===== src/rtl/poke_disp_pkg.sv =====
// Shared types and constants for the OLED screen selector / fader.
// Pixels are RGB565 and sit on the pixel_data input of the OLED driver.
package poke_disp_pkg;

  localparam int PIX_W = 16;

  localparam int R_HI = 15;
  localparam int R_LO = 11;
  localparam int G_HI = 10;
  localparam int G_LO = 5;
  localparam int B_HI = 4;
  localparam int B_LO = 0;

  localparam int MODE_CUT  = 0;
  localparam int MODE_FADE = 1;

  typedef enum logic [1:0] {
    IDLE     = 2'd0,
    FADE_OUT = 2'd1,
    SWAP     = 2'd2,
    FADE_IN  = 2'd3
  } fade_state_e;

endpackage


===== src/rtl/rgb565_scale.sv =====
// Combinational RGB565 brightness scaler: each channel becomes (c*level)>>log2(STEPS).
// level==STEPS is a pass-through and level==0 gives black.
module rgb565_scale
  import poke_disp_pkg::*;
#(
  parameter int STEPS = 8,
  localparam int LVL_W = $clog2(STEPS) + 1
) (
  input  logic [PIX_W-1:0] pixel,
  input  logic [LVL_W-1:0] level,
  output logic [PIX_W-1:0] pixel_out
);

  localparam int SH = $clog2(STEPS);

  logic [5+LVL_W-1:0] r_prod;
  logic [6+LVL_W-1:0] g_prod;
  logic [5+LVL_W-1:0] b_prod;

  // Products are exact; truncation happens in the shift back down.
  always_comb begin
    r_prod = {{LVL_W{1'b0}}, pixel[R_HI:R_LO]} * {5'b0, level};
    g_prod = {{LVL_W{1'b0}}, pixel[G_HI:G_LO]} * {6'b0, level};
    b_prod = {{LVL_W{1'b0}}, pixel[B_HI:B_LO]} * {5'b0, level};
    pixel_out = {5'(r_prod >> SH), 6'(g_prod >> SH), 5'(b_prod >> SH)};
  end

endmodule


===== src/rtl/poke_disp_fade.sv =====
// Selects one of N_SRC RGB565 sources for the OLED stream; screen changes happen
// on frame boundaries, either as a hard cut or as a fade through black.
module poke_disp_fade
  import poke_disp_pkg::*;
#(
  parameter int N_SRC           = 4,
  parameter int SEL_W           = 2,
  parameter int MODE            = 1,
  parameter int STEPS           = 8,
  parameter int FRAMES_PER_STEP = 2
) (
  input  logic                   clk,
  input  logic                   rst,
  input  logic [PIX_W*N_SRC-1:0] pix_in,
  input  logic [SEL_W-1:0]       sel,
  input  logic                   frame_begin,
  output logic [PIX_W-1:0]       pixel_data,
  output logic [SEL_W-1:0]       cur_sel,
  output logic                   busy
);

  localparam int LVL_W = $clog2(STEPS) + 1;
  localparam int FC_W  = (FRAMES_PER_STEP > 1) ? $clog2(FRAMES_PER_STEP) : 1;

  localparam logic [LVL_W-1:0] LVL_MAX = LVL_W'(STEPS);
  localparam logic [LVL_W-1:0] LVL_ONE = LVL_W'(1);
  localparam logic [FC_W-1:0]  FC_LAST = FC_W'(FRAMES_PER_STEP - 1);
  localparam logic [SEL_W:0]   N_SRC_W = (SEL_W + 1)'(N_SRC);

  fade_state_e      state_q, state_d;
  logic [LVL_W-1:0] level_q, level_d;
  logic [SEL_W-1:0] tgt_q, tgt_d;
  logic [SEL_W-1:0] cur_sel_q, cur_sel_d;
  logic [FC_W-1:0]  fcnt_q, fcnt_d;
  logic             busy_q, busy_d;
  logic [PIX_W-1:0] pixel_q, pixel_d;

  logic             req;
  logic             step;
  logic [FC_W-1:0]  fcnt_inc;
  logic [PIX_W-1:0] src_pix;

  always_comb begin
    src_pix = pix_in[PIX_W*cur_sel_q +: PIX_W];
  end

  rgb565_scale #(.STEPS(STEPS)) u_scale (
    .pixel     (src_pix),
    .level     (level_q),
    .pixel_out (pixel_d)
  );

  // A step fires on every FRAMES_PER_STEP-th frame_begin; the counter is only
  // cleared when leaving IDLE so it runs straight through the SWAP handover.
  always_comb begin
    req      = ({1'b0, sel} < N_SRC_W) && (sel != tgt_q);
    step     = frame_begin && (fcnt_q == FC_LAST);
    fcnt_inc = step ? '0 : fcnt_q + 1'b1;

    state_d   = state_q;
    level_d   = level_q;
    cur_sel_d = cur_sel_q;
    fcnt_d    = fcnt_q;
    busy_d    = busy_q;
    tgt_d     = req ? sel : tgt_q;

    case (state_q)
      IDLE: begin
        fcnt_d = '0;
        if (req) begin
          busy_d  = 1'b1;
          state_d = (MODE == MODE_CUT) ? SWAP : FADE_OUT;
        end
      end
      FADE_OUT: begin
        if (frame_begin) fcnt_d = fcnt_inc;
        if (step) begin
          level_d = level_q - 1'b1;
          if (level_q == LVL_ONE) state_d = SWAP;
        end
      end
      SWAP: begin
        if (MODE == MODE_CUT) begin
          // In cut mode SWAP is the wait for the next frame boundary.
          if (frame_begin) begin
            cur_sel_d = tgt_d;
            busy_d    = 1'b0;
            state_d   = IDLE;
          end
        end else begin
          cur_sel_d = tgt_q;
          state_d   = FADE_IN;
          if (frame_begin) fcnt_d = fcnt_inc;
          if (step) level_d = level_q + 1'b1;
        end
      end
      FADE_IN: begin
        if (frame_begin) fcnt_d = fcnt_inc;
        if (req && (sel != cur_sel_q)) begin
          state_d = FADE_OUT;
        end else if (step) begin
          level_d = level_q + 1'b1;
          if (level_q == LVL_MAX - LVL_ONE) begin
            if (tgt_d == cur_sel_q) begin
              busy_d  = 1'b0;
              state_d = IDLE;
            end else begin
              state_d = FADE_OUT;
            end
          end
        end
      end
      default: state_d = IDLE;
    endcase
  end

  always_ff @(posedge clk) begin
    if (rst) begin
      state_q   <= IDLE;
      level_q   <= LVL_MAX;
      tgt_q     <= '0;
      cur_sel_q <= '0;
      fcnt_q    <= '0;
      busy_q    <= 1'b0;
      pixel_q   <= '0;
    end else begin
      state_q   <= state_d;
      level_q   <= level_d;
      tgt_q     <= tgt_d;
      cur_sel_q <= cur_sel_d;
      fcnt_q    <= fcnt_d;
      busy_q    <= busy_d;
      pixel_q   <= pixel_d;
    end
  end

  assign pixel_data = pixel_q;
  assign cur_sel    = cur_sel_q;
  assign busy       = busy_q;

endmodule


===== config.mk =====
export PLATFORM = sky130hd
export DESIGN_NAME = poke_disp_fade
export DESIGN_NICKNAME = d
export VERILOG_FILES = /design/src/rtl/poke_disp_pkg.sv /design/src/rtl/rgb565_scale.sv /design/src/rtl/poke_disp_fade.sv
export SDC_FILE = /design/constraint.sdc
export NUM_CORES = 1
export LEC_CHECK = 0
export CAP_MARGIN = 10
export CORE_UTILIZATION = 45
export CTS_CLUSTER_DIAMETER = 50
export DETAILED_ROUTE_END_ITERATION = 8
export HOLD_SLACK_MARGIN = 0.1
export PLACE_DENSITY = 0.76
export SLEW_MARGIN = 20
export SYNTH_ARGS = -nofsm -noshare
export SYNTH_HDL_FRONTEND = slang
export SYNTH_SLANG_ARGS = --single-unit

===== constraint.sdc =====
create_clock -name clk -period 5.03 [get_ports clk]
set_input_delay 0.7545 -clock clk [delete_from_list [all_inputs] [get_ports clk]]
set_output_delay 0.7545 -clock clk [all_outputs]
set_load 0.005 [all_outputs]

# After elaboration in Yosys (flattened, before gate mapping)
# Cells that the tools add are included.
[word_totals] reg_bits=28 input_bits=69
[classes] add_sub_neg=3 mul=3 n_eq_ne=18 shift=1 n_mux=22 n_reduce_logical=9
[op_table] operator="$shiftx 64x7->16" n=1
[op_table] operator="$mul 5x4->8" n=2
[op_table] operator="$mux 2" n=7
[op_table] operator="$ne 2x2->1 const B" n=7
[op_table] operator="$mux 4" n=3
[op_table] operator="$pmux 4 s3" n=1
[op_table] operator="$mul 6x4->9" n=1
[op_table] operator="$mux 1" n=8
[op_table] operator="$pmux 2 s4" n=1
[op_table] operator="$ne 3x3->1 const B" n=2
[op_table] operator="$reduce_and 6->1" n=1
[op_table] operator="$reduce_and 5->1" n=1
[op_table] operator="$add 4x1->4 const B" n=1
[op_table] operator="$eq 2x2->1 const B" n=2
[op_table] operator="$eq 4x1->1 const B" n=1
[op_table] operator="$eq 4x3->1 const B" n=1
[op_table] operator="$ne 2x2->1" n=2
[op_table] operator="$pmux 1 s2" n=2
[op_table] operator="$sub 4x1->4 const B" n=1
[op_table] operator="$reduce_and 3->1" n=1
[op_table] operator="$reduce_bool 3->1" n=1
[op_table] operator="$reduce_or 3->1" n=1
[op_table] operator="$eq 2x1->1 const B" n=1
[op_table] operator="$eq 2x2->1" n=1
[op_table] operator="5 further kinds" n=6

# Logic depth before layout (Yosys ltp)
# Gate-level depths: netlist of the first run.
[logic_depth] word_depth=8 mapped_depth=14

# Modules after synthesis
# A second synthesis of the first run with hierarchy kept.
[unflattened] cells_unflattened=321 hier_area_um2=3069.2
[by_module_without_submodules] mod="rgb565_scale" n_inst=1 cells_each=186 area_per_inst_um2=1541.5 seq_area_each_um2=0.0
[by_module_without_submodules] mod="poke_disp_fade" n_inst=1 cells_each=135 area_per_inst_um2=1527.7 seq_area_each_um2=560.5

# Worst setup path before layout of the first run
# OpenSTA, ideal clock, no wires.
[synth_timing] path_kind="input to register" from="in pix_in[49]" to="reg pixel_q[4] (netlist: pixel_data[4])" t_arrival_ns=3.789 required_time_ns=4.902 setup_slack_ns=1.113 stages=12 cell_sequence="mux4_2 > and2_2 > fa_1 > inv_1 > fa_1 > inv_1 > ha_1 > and4_2 > and4_4 > a221oi_2 > xnor2_1 > nor2_1"
[synth_between] elab_chain_len=2
[synth_rtl] item="from (decl)" line_no="poke_disp_fade.sv:14" source="input logic [PIX_W*N_SRC-1:0] pix_in,"
[synth_rtl] item="$shiftx 64x7->16" line_no="poke_disp_fade.sv:44" source="src_pix = pix_in[PIX_W*cur_sel_q +: PIX_W];"
[synth_rtl] item="$mul 5x4->8" line_no="rgb565_scale.sv:24" source="b_prod = {{LVL_W{1'b0}}, pixel[B_HI:B_LO]} * {5'b0, level};"
[synth_rtl] item="to (signal assigned)" line_no="poke_disp_fade.sv:133" source="pixel_q <= pixel_d;"
[synth_rtl] item="to (decl)" line_no="poke_disp_fade.sv:36" source="logic [PIX_W-1:0] pixel_q, pixel_d;"
# No other way between the ends.
# A chain may end at the register's enable or synchronous reset.

# Worst setup path after layout of the first run
[layout_timing] from="in pix_in[12]" to="reg pixel_q[15] (netlist: pixel_data[15])"
[layout_between] elab_chain_len=2
[layout_rtl] item="$shiftx 64x7->16" line_no="poke_disp_fade.sv:44"
[layout_rtl] item="$mul 5x4->8" line_no="rgb565_scale.sv:22" source="r_prod = {{LVL_W{1'b0}}, pixel[R_HI:R_LO]} * {5'b0, level};"
# No other way between the ends.

==> results of run 1 <==
Yosys cell counts, types with 2 or more instances:
cell                        number  area, µm²
sky130_fd_sc_hd__nand3_1         6       30.0
sky130_fd_sc_hd__nor2b_1         4       25.0
sky130_fd_sc_hd__xnor2_1        15        131
sky130_fd_sc_hd__mux4_1          6        158
sky130_fd_sc_hd__nand2_1        31        116
sky130_fd_sc_hd__mux4_2         10        225
sky130_fd_sc_hd__o21a_1          2       15.0
sky130_fd_sc_hd__xor2_1          9       78.8
sky130_fd_sc_hd__dfxtp_1        28        561
sky130_fd_sc_hd__o2111ai_1       2       17.5
sky130_fd_sc_hd__o211ai_1        2       15.0
sky130_fd_sc_hd__o21ai_0         8       40.0
sky130_fd_sc_hd__clkbuf_1        9       33.8
sky130_fd_sc_hd__and2_2          2       15.0
sky130_fd_sc_hd__or3_1           3       18.8
sky130_fd_sc_hd__nor3_1          3       15.0
sky130_fd_sc_hd__inv_1          40        150
sky130_fd_sc_hd__ha_1           35        438
sky130_fd_sc_hd__a21oi_1         7       35.0
sky130_fd_sc_hd__o21bai_1        3       22.5
sky130_fd_sc_hd__a211oi_1        2       15.0
sky130_fd_sc_hd__buf_6           2       22.5
sky130_fd_sc_hd__nor2_1         22       82.6
sky130_fd_sc_hd__buf_2           2       10.0
sky130_fd_sc_hd__a21o_1          7       52.6
sky130_fd_sc_hd__and2_1         33        206
sky130_fd_sc_hd__nand4_1         4       25.0
sky130_fd_sc_hd__mux2i_1         2       20.0
sky130_fd_sc_hd__fa_1           20        400
kinds of logic (layout without fill, tap and decap cells):
group / count (synthesis) / after routing
simple gates: 112 / 112
fa+ha+maj: 55 / 55
buf+inv: 53 / 133
compound gates: 41 / 41
flops: 28 / 28
xor+xnor: 24 / 24
mux: 19 / 19
flip-flops by register name (all words and copies together) (netlist names), named ones only:
signal      flops
pixel_data     16
level_q         4
cur_sel         2
state_q         2
busy            1
fcnt_q          1
critical path: cells and delay by family:
| kind | cells | cell delay, ns |
|---|---|---|
| muxes | 1 | 0.56 |
| buffers and inverters | 3 | 0.50 |
| AOI/OAI and AO/OA | 4 | 0.59 |
| adders and majority gates | 3 | 1.41 |
| and+or+nand+nor | 2 | 0.58 |
stage by stage:
step / power [mW] / instance area [µm²] / setup WS [ns] / hold slack [ns]
detailed placement: 1.79 / 4020 / 0.537 / 0.495
global route: 2.14 / 4060 / 0.624 / 0.541
finish: 1.91 / 4060 / 0.843 / 0.513
floorplan: 1.41 / 3090 / 1.11 / 0.479
CTS: 1.93 / 4060 / 0.833 / 0.509
global placement: 1.73 / 4020 / 0.624 / 0.488
metal layers:
metal / GRT usage / vias to the layer above / routed length (µm)
met5: 0 / - / 0
met2: 0.401 / 83 / 3570
met3: 0.0146 / 2 / 306
li1: - / 1281 / -
met4: 0.0370 / 0 / 36
met1: 0.235 / 1279 / 2820
report_power, final:
group	switching (mW)	internal, mW	total, mW
combinational	0.677	0.690	1.37
clock	0.0701	0.0538	0.124
sequential	0.110	0.308	0.418
total	0.857	1.05	1.91
layout make-up:
cell class | instances | area [µm²]
inverter | 40 | 150
multi-input combinational | 251 | 2320
clock buffer | 3 | 41.3
timing repair buffer | 90 | 893
sequential | 28 | 561
tap | 77 | 96.3
fill | 556 | 2440
path summary, 6_finish.rpt:
kind / from / endpoint / slack [ns] / cells past startpoint
setup / recovery: pix_in[12] / pixel_data[15] / 0.84 / 13
hold / removal: busy / busy / 0.51 / 2
setup reg to reg: cur_sel[0] / pixel_data[15] / 0.87 / 13
hold reg to reg: busy / busy / 0.51 / 2
==> results by stage, run 1 <==
Finish:
- The number of antenna repair diodes is 0.
- In the layout the commonest cells are 87 x sky130_fd_sc_hd__clkdlybuf4s50_1, 40 x sky130_fd_sc_hd__inv_1, 35 x sky130_fd_sc_hd__ha_1.
- The fraction of layout cells with a size suffix above 1 is 0.0534.
- The count of non-filler cells in the finished layout is 489.
- The final standard cell utilization of the core is 0.625.
- The library cell used most frequently in the layout, excluding fill and tap cells, is sky130_fd_sc_hd__clkdlybuf4s50_1.
- At the end of the flow, the number of nets in the layout was 538.
- The layout overhead on the synthesized area is 31.2%.

Yosys:
- For this run, the number of Yosys warnings is 0.
- The netlist area before placement is 3090 µm².
- The simple logic cell fraction of the synthesized area is 0.184.
- The number of synthesized register bits is 28.
- The main flop type after synthesis is sky130_fd_sc_hd__dfxtp_1.
- The post-synthesis sequential area ratio is 0.181.
- In this run the mean area of a mapped cell was 9.32 µm².
- The compound-cell area share of the yosys netlist is 0.0918.
- The largest family of logic cells by synthesized area is adder cells.
- Of the total synthesized cell area, the portion taken by full adders, half adders and majority gates is 0.271.
- The mux cell area share after synthesis is 0.134.
- Of all flip-flops after synthesis, the portion carrying an async set or reset was 0.
- The synthesized netlist contains 42 unique library cells.
- The synthesized netlist net count is 456.
- The xor/xnor cell area share of the yosys netlist is 0.0679.
- The synthesized design contains 0 enable-type register cells.
- The number of instances in the synthesized netlist is 332.

Routing:
- After the first detailed-routing iteration, the DRC count stood at 120.
- Using the TritonRoute via totals, the vias-per-cell ratio works out to 5.41.
- The routed wire length is 6.73 mm.
- The via count is 2645.
- The post-detailed-route wirelength per cell is 13.8 µm.
- Once detail routing completed, the nets flagged for antenna violations numbered 0.
- The number of design rule violations left after detail routing is 7.
- The pre-antenna-repair detailed-routing pass consisted of 6 iterations.

Floorplan:
- The floorplan step defined a die boundary enclosing 7210 µm².
- The top-level I/O count is 88.
- The placeable core region is 6490 µm².
- The effective utilization at floorplan is 0.476.
- The floorplan step set the die height to 84.9 µm.
- The floorplan has 29 rows.
- The die extent in x is 84.9 µm.

CTS:
- The number of instances resized during post-cts repair is 0.
- After clock tree synthesis, the setup repair step added 0 buffers.
- The number of H-tree levels is 1.
- The tree built by TritonCTS fans out to 28 sinks.
- TritonCTS created 3 clock buffers.
- The clock root buffer is sky130_fd_sc_hd__clkbuf_8.
- The number of hold buffers added after cts is 0.
- At the later pin of the worst-skew pair, clock insertion delay measures 0.27 ns.
- The clock tree from TritonCTS is done.
- After clock tree synthesis, the clock-pin slew on the worst setup and hold paths is 0.10 ns.
- The clock passes through at most 2 buffers.

Setup path:
- On the worst path, the slowest cell contributes a delay of 0.56 ns.
- STA classifies the critical path startpoint as an input port.
- The slowest stage of the critical path belongs to the cell sky130_fd_sc_hd__mux4_1.
- The worst setup path is captured at a flop.
- The critical path goes through clkdlybuf4s50_1 -> mux4_1 -> and2_1 -> fa_1 -> inv_1 -> fa_1 -> inv_1 -> ha_1 -> a21oi_1 -> o21bai_1 -> a21o_1 -> or3_1 -> a21oi_1.
- The arrival time of the worst setup path is 4.40 ns.
- STA puts the critical path data required time at 5.24 ns.
- Of all nets on the critical path, the largest fanout is 5.
- By startpoint and endpoint, the worst setup path is classified as in -> reg.

GRT:
- The number of antenna violations at the first check in global routing is 0.
- The via count of the first global-routing pass was 2712.
- The largest net degree at the start of global routing is 27.
- Global routing finished with a remaining overflow of 0.
- The total routing resource utilization after global routing is 0.201.
- The first global-routing pass estimated 11.8 mm of wire.

Timing:
- The highest clock frequency the design can meet is 239 MHz.
- The time the final worst path needs with I/O delays and setup is 4.19 ns.
- In the finished design, the share of the clock period the worst path needs comes to 0.832.
- On the final layout, the worst clock skew is 0.00195 ns.
- The max-slew violation count came to 0.
- Setup repair after global routing left no endpoint under its margin.
- The setup violation total in the final timing report is 0.
- The accumulated negative setup slack is 0 ns.
- The number of hold violations in the final report is 0.
- In this run the tightest slew margin relative to its limit is 0.472.
- The measured slew at the worst slew-check pin is 0.791 ns.

Pwr:
- The standby leakage power is 1.78 nW.
- The worst voltage drop across the vdd grid is 0.205 mV.
- The power per standard cell area is 470 nW/µm².

Hold path:
- The path type of the worst min-delay path is reg -> reg.

Outcome:
- The flow ran to the end, but the final reports show violations.
- The final reports fail on DRC.

Place:
- The congestion estimate from routability-driven global placement came to 0.815.
- In this run, placement finished with an instance count of 486.
- The count of buffers added on input and output ports is 87.
- The HPWL reported at the end of detailed placement is 5.54 mm.

Flow run:
- The max-cap check violation count is 0.
No activity file was read; power rests on OpenSTA's default activity.
==> run 2, diff against run 1 <==
==> constraint.sdc (replaced) <==
create_clock -name clk -period 4.1 [get_ports clk]
set_input_delay 0.615 -clock clk [delete_from_list [all_inputs] [get_ports clk]]
set_output_delay 0.615 -clock clk [all_outputs]
set_load 0.005 [all_outputs]
==> run 2 against run 1 <==
Against the previous run: the run still ends with DRC left; non-clock buffer count up 20; sequential power up 19%; clock skew up 0.0012 ns; critical path depth unchanged; sequential cell count unchanged; combinational power up 37%; die area unchanged; first-iteration DRC count down 15%; register-to-register slack worse by 0.61 ns; count of clock-buffer cells in the layout unchanged; critical path type unchanged; largest power group unchanged.
==> results by stage, run 2 (same netlist as run 1, synthesis figures left out) <==
Outcome:
- Outcome: finished, violations left (unchanged).
- Failing checks: DRC (unchanged).

Pwr:
- The power per standard cell area is 610 nW/µm² (was 470 nW/µm²).
- The standby leakage power is 1.89 nW (was 1.78 nW).
- The total power is 2.60 mW (was 1.91 mW).
- The worst voltage drop across the vdd grid is 0.230 mV (was 0.205 mV).

Routing:
- The number of detailed-routing iterations run before antenna repair is 6 (unchanged).
- The average via count per standard cell is 5.35 (was 5.41).
- The number of DRC violations after detailed-routing iteration 0 is 102 (was 120).
- The via count is 2727 (was 2645).
- The routed wire length is 6.97 mm (was 6.73 mm).
- The post-detailed-route wirelength per cell was 13.7 µm (was 13.8 µm).
- The number of design rule violations left after detail routing was 7 (unchanged).
- The number of nets with antenna violations after detailed routing is 0 (unchanged).

Hold path:
- The path type of the worst min-delay path is reg -> reg (unchanged).
- The worst hold path stage count is 2 (unchanged).

GRT:
- The via count of the first global-routing pass was 2869 (was 2712).
- The first-pass GRT wire length is 12.3 mm (was 11.8 mm).
- The largest net degree at the start of global routing was 22 (was 27).
- The final global-route overflow total is 0 (unchanged).
- The number of antenna violations at the first check in global routing is 0 (unchanged).
- The total routing resource utilization after global routing was 0.209 (was 0.201).

Setup path:
- The required time of the critical path is 4.32 ns (was 5.24 ns).
- The first element of the critical path is pix_in[28] (was pix_in[12]).
- The number of cells on the worst reg-to-reg path is 13 (unchanged).
- The arrival time of the worst setup path was 4.17 ns (was 4.40 ns).
- Ordered list of cells on the worst path: clkdlybuf4s50_1 -> mux4_1 -> and2_1 -> fa_1 -> inv_1 -> fa_1 -> inv_1 -> ha_1 -> a21oi_1 -> o21bai_1 -> a21o_1 -> or3_1 -> a21oi_1 (unchanged).
- The slowest cell on the critical path is sky130_fd_sc_hd__mux4_1 (unchanged).
- The nature of the critical path endpoint is a flop (unchanged).
- The maximum fanout along the worst path is 2 (was 5).
- The critical path startpoint category was an input port (unchanged).
- The capture point of the critical path is pixel_data[15] (unchanged).
- The startpoint of the worst register-to-register path is cur_sel[0] (unchanged).
- The end of the worst register-to-register path is pixel_data[15] (unchanged).
- The category of the critical setup timing path was in -> reg (unchanged).
- The reg-to-reg setup timing slack came to 0.26 ns (was 0.87 ns).
- The maximum single-stage delay on the critical path is 0.54 ns (was 0.56 ns).

CTS:
- The worst-case clock buffer depth was 2 (unchanged).
- The number of H-tree levels was 1 (unchanged).
- The clock slew seen by the registers of the worst setup and hold paths is 0.10 ns (about the same).
- The CTS buffer count came to 3 (unchanged).
- The total setup buffers inserted after CTS is 0 (unchanged).
- The number of sinks on the clock net came to 28 (unchanged).
- The clock root buffer is sky130_fd_sc_hd__clkbuf_8 (unchanged).
- The clock network latency to the later pin of the worst-skew pair is 0.28 ns (was 0.27 ns).
- The clock tree from TritonCTS is done (unchanged).

Finish:
- The fraction of layout cells with a size suffix above 1 is 0.102 (was 0.0534).
- The final-layout fill cell count is 530 (was 556).
- The number of antenna repair diodes is 0 (unchanged).
- Commonest cells after routing, fill and taps aside: 87 x sky130_fd_sc_hd__clkdlybuf4s50_1, 40 x sky130_fd_sc_hd__inv_1, 34 x sky130_fd_sc_hd__ha_1 (was 87 x sky130_fd_sc_hd__clkdlybuf4s50_1, 40 x sky130_fd_sc_hd__inv_1, 35 x sky130_fd_sc_hd__ha_1).
- The layout overhead on the synthesized area was 37.8% (was 31.2%).
- The most common library cell in the layout ignoring fill and taps is sky130_fd_sc_hd__clkdlybuf4s50_1 (unchanged).
- The count of non-filler cells in the finished layout is 510 (was 489).
- The final net count is 558 (was 538).
- The flip-flop count of the largest register, all copies and words added is 16 (unchanged).

Floorplan:
- The effective utilization at floorplan is 0.476 (unchanged).
- The die extent in x came to 84.9 µm (unchanged).
- The top-level I/O count came to 88 (unchanged).
- The placeable core region came to 6490 µm² (unchanged).
- The die outline height is 84.9 µm (unchanged).
- The total die area is 7210 µm² (unchanged).
- The number of placement rows is 29 (unchanged).

Timing:
- The measured slew at the worst slew-check pin is 0.663 ns (was 0.791 ns).
- In the finished design, the share of the clock period the worst path needs comes to 0.963.
- The highest clock frequency the design can meet is 253 MHz.
- The relative slew slack came to 0.557 (was 0.472).
- The max-slew violation count is 0 (unchanged).
- Unrepaired setup endpoints after global routing: false (unchanged).
- The worst hold margin came to 0.514 ns (was 0.513 ns).
- The final worst clock skew came to 0.00315 ns (was 0.00195 ns).
- The setup violation total in the final timing report is 0 (unchanged).
- The worst path in the final design needs a cycle of 3.95 ns, including I/O delays and setup.
- The number of hold violations in the final report is 0 (unchanged).

Place:
- The global placement routability congestion is 0.825 (was 0.815).
- The number of instances in the placed design is 506 (was 486).
- The number of port buffers is 87 (unchanged).
- The HPWL reported at the end of detailed placement is 5.74 mm (was 5.54 mm).

Flow run:
- The max-cap check violation count came to 0 (unchanged).
[run 2: changes by cell type in the layout (fill, tap and decap cells not counted), sizes merged]
cell / previous run / this run
buf: 3 / 23
bufinv: 0 / 1
[run 2: how the worst min path moves through the flow]
| stage | from | to |
|---|---|---|
| floorplan | busy | busy |
| global placement | busy | busy |
| detailed placement | busy | busy |
| CTS | busy | busy |
| global route | busy | busy |
| finish | busy | busy |
[run 2: worst max-delay path, delay by kind of cell]
family,cells,cell delay [ns]
multiplexers,1,0.54
AO/OA/AOI/OAI,4,0.57
AND/OR/NAND/NOR,2,0.56
adder cells (fa/ha/maj),3,1.35
buffers and inverters,3,0.51
[run 2: layout make-up]
class                      count  area [µm²]  area share
multi-input combinational    251        2340       0.549
timing repair buffer         110        1040       0.245
sequential                    28         561       0.131
inverter                      40         150      0.0352
tap                           77        96.3      0.0226
clock buffer                   3        41.3     0.00969
clock inverter                 1        30.0     0.00704
[run 2: where the power goes]
| group | leakage (nW) | internal [mW] | switching (mW) | total (mW) |
|---|---|---|---|---|
| sequential | 0.232 | 0.378 | 0.120 | 0.498 |
| combinational | 1.62 | 0.978 | 0.902 | 1.88 |
| clock | 0.0357 | 0.131 | 0.0905 | 0.221 |
| total | 1.89 | 1.49 | 1.11 | 2.60 |
[run 2: per-stage QoR]
stage,setup slack (ns),TNS [ns],area [µm²],util
after floorplan,0.311,0,3090,-
after global placement,-0.0720,-0.142,4170,0.642
after detailed placement,-0.205,-0.511,4170,0.642
after CTS,0.0983,0,4240,0.653
after global routing,0.00405,0,4260,0.656
final,0.152,0,4260,0.656
[run 2: repair_timing]
action | in CTS | in global routing
gates resized for setup | 0 | 3
endpoints found under the setup margin | 0 | 2
hold buffers | 0 | 0
[run 2: routing by layer]
metal	global-route usage	up-vias	share of wire
met4	0.0539	0	0.0076
met1	0.244	1319	0.44
met3	0.0185	6	0.036
li1	-	1326	-
met2	0.409	76	0.52
met5	0	-	0
